<file path="config.mk">
export PLATFORM = sky130hd
export DESIGN_NAME = lfsr
export DESIGN_NICKNAME = d
export VERILOG_FILES = /design/src/rtl/lfsr.sv
export SDC_FILE = /design/constraint.sdc
export NUM_CORES = 1
export LEC_CHECK = 0
export ABC_AREA = 0
export CAP_MARGIN = 20
export CORE_MARGIN = 4
export CORE_UTILIZATION = 43
export CTS_CLUSTER_SIZE = 10
export DETAILED_ROUTE_END_ITERATION = 12
export GPL_TIMING_DRIVEN = 0
export PLACE_DENSITY_LB_ADDON = 0.1
export SKIP_CTS_REPAIR_TIMING = 1
export SYNTH_ARGS = -nofsm -noshare
export SYNTH_HDL_FRONTEND = slang
export SYNTH_SLANG_ARGS = --single-unit
</file>
<file path="constraint.sdc">
create_clock -name clk -period 1.7 [get_ports clk]
set_input_delay 0.34 -clock clk [delete_from_list [all_inputs] [get_ports clk]]
set_output_delay 0.34 -clock clk [all_outputs]
set_load 0.01 [all_outputs]
</file>
<file path="src/rtl/lfsr.sv">
// Fibonacci LFSR random source: on req, shifts OUT_WIDTH times and
// presents the OUT_WIDTH new feedback bits with a one-cycle valid pulse.
//
// Ports:
//   clk      - clock, rising edge
//   rst      - synchronous active-high reset
//   load     - load seed (zero seed replaced by SEED); aborts a draw
//   seed     - seed value sampled when load=1
//   req      - request one draw (accepted when idle and not loading)
//   busy     - draw in progress
//   valid    - one-cycle pulse, rand_out holds a new value
//   rand_out - last drawn value, held until the next draw completes
//   state    - raw LFSR register
module lfsr #(
    parameter int              WIDTH     = 16,
    parameter int              OUT_WIDTH = 4,
    parameter logic [WIDTH-1:0] TAPS     = 16'hB400,
    parameter logic [WIDTH-1:0] SEED     = 16'hACE1
) (
    input  logic                 clk,
    input  logic                 rst,
    input  logic                 load,
    input  logic [WIDTH-1:0]     seed,
    input  logic                 req,
    output logic                 busy,
    output logic                 valid,
    output logic [OUT_WIDTH-1:0] rand_out,
    output logic [WIDTH-1:0]     state
);

    localparam int CW = (OUT_WIDTH > 1) ? $clog2(OUT_WIDTH) : 1;

    typedef enum logic {
        S_IDLE,
        S_BUSY
    } fsm_e;

    fsm_e                 r_fsm;
    fsm_e                 w_fsm_next;
    logic [WIDTH-1:0]     r_state;
    logic [WIDTH-1:0]     w_state_next;
    logic [CW-1:0]        r_cnt;
    logic [CW-1:0]        w_cnt_next;
    logic                 r_valid;
    logic                 w_valid_next;
    logic [OUT_WIDTH-1:0] r_rand;
    logic [OUT_WIDTH-1:0] w_rand_next;

    logic                 w_fb;
    logic [WIDTH-1:0]     w_shift;
    logic [WIDTH-1:0]     w_seed;

    assign w_fb    = ^(r_state & TAPS);
    assign w_shift = {r_state[WIDTH-2:0], w_fb};
    // All-zero is the lockup state; never let a load reach it.
    assign w_seed  = (seed == '0) ? SEED : seed;

    always_comb begin
        w_fsm_next   = r_fsm;
        w_state_next = r_state;
        w_cnt_next   = r_cnt;
        w_valid_next = 1'b0;
        w_rand_next  = r_rand;
        if (load) begin
            w_fsm_next   = S_IDLE;
            w_state_next = w_seed;
            w_cnt_next   = '0;
        end else begin
            unique case (r_fsm)
                S_IDLE: begin
                    if (req) begin
                        w_state_next = w_shift;
                        if (OUT_WIDTH == 1) begin
                            w_valid_next = 1'b1;
                            w_rand_next  = w_shift[OUT_WIDTH-1:0];
                        end else begin
                            w_fsm_next = S_BUSY;
                            w_cnt_next = CW'(OUT_WIDTH - 1);
                        end
                    end
                end
                S_BUSY: begin
                    w_state_next = w_shift;
                    w_cnt_next   = r_cnt - CW'(1);
                    // Counter at 1 means this edge does the final shift.
                    if (r_cnt == CW'(1)) begin
                        w_fsm_next   = S_IDLE;
                        w_valid_next = 1'b1;
                        w_rand_next  = w_shift[OUT_WIDTH-1:0];
                    end
                end
            endcase
        end
    end

    always_ff @(posedge clk) begin
        if (rst) begin
            r_fsm   <= S_IDLE;
            r_state <= SEED;
            r_cnt   <= '0;
            r_valid <= 1'b0;
            r_rand  <= '0;
        end else begin
            r_fsm   <= w_fsm_next;
            r_state <= w_state_next;
            r_cnt   <= w_cnt_next;
            r_valid <= w_valid_next;
            r_rand  <= w_rand_next;
        end
    end

    assign busy     = (r_fsm == S_BUSY);
    assign valid    = r_valid;
    assign rand_out = r_rand;
    assign state    = r_state;

endmodule

</file>
[After elaboration in Yosys (flattened, before gate mapping)]
Index checks and enable logic that the tools add are counted.
Storage, ports and cells
  bits in registers: 24
  word-level logic and storage cells: 26
  bits of input ports: 20
  output and inout bits: 22
Operators by class
  muxes and demuxes: 10
  bitwise gates (word level): 2
  reduce and logical (&&, ||, !) cells: 5
  add/sub/neg operators: 1
  eq/ne operators: 3
Operators by type and width (count)
  $mux W16: 3
  $pmux W16 S2: 1
  $logic_not A16 Y1: 1
  $reduce_xor A16 Y1: 1
  $pmux W2 S2: 1
  $mux W1: 3
  $ne A3 B3 Y1 const B: 1
  $reduce_and A3 Y1: 1
  $reduce_or A3 Y1: 1
  $eq A2 B1 Y1 const B: 1
  $mux W2: 1
  $ne A2 B2 Y1 const B: 1
  $not A1 Y1: 2
  $pmux W1 S2: 1
  $reduce_or A2 Y1: 1
  $sub A2 B1 Y2 const B: 1

[Longest topological paths before layout]
  word-level depth: 4
  depth in mapped cells: 6
  mapped depth without buffers: 6

[Worst setup path after synthesis]
Ideal clock, no wire load.
  path kind: input port to flip-flop
  start: in seed[9]
  end: reg r_state[10], in the netlist state[10]
  path buffers: 0
  stages: 4
  data arrival time: 1.554 ns
  setup slack: 0.085 ns
  library setup time: 0.060 ns
  required time: 1.640 ns
  path through: or4_4 o41ai_4 o22ai_1 nand2b_1
Between the ends
  word-level cells in the longest chain between the ends: 3
RTL lines
  start, declared: line 23  | input logic [WIDTH-1:0] seed,
  $logic_not A16 Y1: line 56  | assign w_seed = (seed == '0) ? SEED : seed;
  $mux W16: line 56
  $mux W16: line 64  | if (load) begin
  end signal, assigned: line 105  | r_state <= w_state_next;
  end, declared: line 40  | logic [WIDTH-1:0] r_state;
No other way between the ends.
A chain may end at the register's enable or synchronous reset.

[Final worst setup path]
  start: in seed[15]
  end: reg r_state[5], in the netlist state[5]
The elaborated chain is that of the path after synthesis.

==> results.yml <==
finish:
  finalNetCount: 175
  finalNonFillerCells: 183
  utilization: 0.664
  num_antenna_cells: 0
  area_delta_synth_final_pct: 47.3
  fin_area_um2: 1640
  nFillCells: 222
  drive_above_1_share: 0.203
power_and_ir_drop:
  power_mw: 1.22
  irDropWorstVdd_uv: 522
  power.leakage_nw: 0.700
  power_density_nw_per_um2: 741
status:
  outcome: "finished, final reports clean"
floorplanning:
  core-area_um2: 2480
  io_pins: 42
  die_w_um: 58.9
  die_y_um: 58.9
  dieArea_um2: 3470
  rows: 18
  initial_core_util: 0.451
placed_design:
  io_buffers: 40
  hpwl_um: 2060
  post_dp_cell_area_um2: 1550
  pre_cts_ws_ns: -0.616
  dp_cells: 178
  routabilityCongestion: 0.750
global_route:
  grt_overflow: 0
  grt_pass1_wl_um: 4390
  grt_max_degree: 14
  grt_antenna_before_repair: 0
  grt_pass1_vias: 963
  grt_usage: 0.165
synth:
  seq_area_frac_synth: 0.430
  synth_area_um2: 1120
  avgSynthCellArea_um2: 10.3
  ys_warn_count: 0
  synthDistinctLibCells: 22
  syn_inst: 108
  ys_seq_elements: 24
  synth-main-ff-cell: "dfxtp_1"
  synthArstFlopShare: 0
  synth-edff-count: 0
  syn_nets: 129
detailed_routing:
  wl_per_cell_um: 14.6
  drc: 0
  vias: 950
  detail-route-antenna-nets: 0
  via_per_inst: 5.19
  wirelength_um: 2670
  first_pass_iters: 4
  dr.first_iter.drc_count: 16
clocking:
  clk_latency_ns: 0.31
  clock-sinks: 24
  h-tree-depth: 1
  numCtsBuffers: 3
  clock_path_buffers: 2
  cts_root_buf: "clkbuf_4"
  cts_tree: "built"
  clk_pin_slew_worst_paths_ns: 0.13
timing:
  slew_headroom: 0.685
  worst_slack_ns: 0.0330
  period_needed_ns: 1.67
  hold_viol: 0
  max_freq_mhz: 600
  finalCritPeriodShare: 0.981
  hold_slack_ns: 0.320
  drv_slew: 0
  setup_violations: 0
  fin_skew_ns: 0.00212
  worst_pin_slew_ns: 0.472
  tns_ns: 0
hold_path:
  hold-path-cell-count: 3
  holdCritPathClass: "in -> reg"
critical_path:
  path_class: "in -> reg"
  worstPathArrival_ns: 1.93
  reg2reg_depth: 5
  critPathCaptureType: "flop"
  worstSetupStartpointType: "primary input"
  reg2reg_slack_ns: 0.23
  crit_required_ns: 1.96
  path_max_fanout: 8
run:
  max_cap_violations: 0
cell usage after synthesis, drive strengths merged (2+ instances only):
| cell | instances | area (µm²) |
|---|---|---|
| a211oi | 2 | 15.0 |
| a21oi | 2 | 10.0 |
| buf | 3 | 15.0 |
| clkbuf | 2 | 7.51 |
| dfxtp | 24 | 480 |
| mux2 | 15 | 169 |
| mux2i | 11 | 110 |
| nand2b | 7 | 43.8 |
| nor2 | 19 | 71.3 |
| o22ai | 7 | 43.8 |
| or2 | 2 | 12.5 |
| or4 | 4 | 41.3 |
| xnor2 | 3 | 26.3 |
report_power, final:
| group | switching (mW) | internal (mW) |
|---|---|---|
| Sequential | 0.0292 | 0.597 |
| Combinational | 0.117 | 0.175 |
| Clock | 0.169 | 0.131 |
cells by family (layout without fill, tap and decap cells):
kind of cell               Yosys count  after routing  synth area share
DFF                                 24             24             0.430
AOI/OAI and AO/OA                   13             13            0.0953
adders and majority gates            1              1            0.0112
buffers and inverters                6             51            0.0235
muxes                               26             26             0.250
and+or+nand+nor                     35             35             0.166
xor gates and xnor gates             3              3            0.0235
per-layer routing:
metal	routed length, µm	vias up	share of wire	track usage
met5	0	-	0	0
met3	116	4	0.043	0.0307
met4	23	0	0.0086	0.0583
met1	1310	443	0.49	0.212
li1	-	478	-	-
met2	1220	25	0.46	0.276
path summary, 6_finish.rpt:
path               endpoint  startpoint
setup reg to reg  state[12]        busy
hold / removal    state[10]    seed[10]
setup / recovery   state[5]    seed[15]
hold reg to reg    r_cnt[0]    r_cnt[0]
final cells by class:
class	instances	area, µm²	share of cell area
Multi-Input combinational cell	78	627	0.381
Tap cell	30	37.5	0.0228
Clock buffer	4	36.3	0.0221
Sequential cell	24	483	0.294
Timing Repair Buffer	41	432	0.263
Inverter	1	3.75	0.00228
Buffer	5	25.0	0.0152
worst max-delay path: stages:
cell and delay [ns]:
clkdlybuf4s50_1 0.44, or4_4 0.45, o41ai_4 0.35, buf_6 0.18
o22ai_1 0.08, nand2b_1 0.08
flip-flops by register name, summed over array words and instances (netlist names):
register,count
state,16
rand_out,4
valid,1
busy,1
r_cnt,2
cell usage in the layout, fill, tap and decap left out:
master,count
buf_2,2
o22ai_2,1
o41ai_4,1
xnor2_1,3
nor3b_1,1
clkdlybuf4s50_1,32
clkbuf_8,1
mux2_2,12
a21oi_1,2
or2_2,2
clkbuf_4,3
buf_6,1
o22ai_1,6
dfxtp_2,2
o32a_1,1
nor2_1,18
nand2_1,1
or4_4,4
nand2b_1,7
dfxtp_1,22
ha_1,1
mux2i_1,11
mux2_1,3
buf_4,1
dlymetal6s2s_1,8
nor2_4,1
inv_1,1
nor3_1,1
a211oi_1,2
clkbuf_1,2
Note: power is estimated with default switching activity, not from simulation.
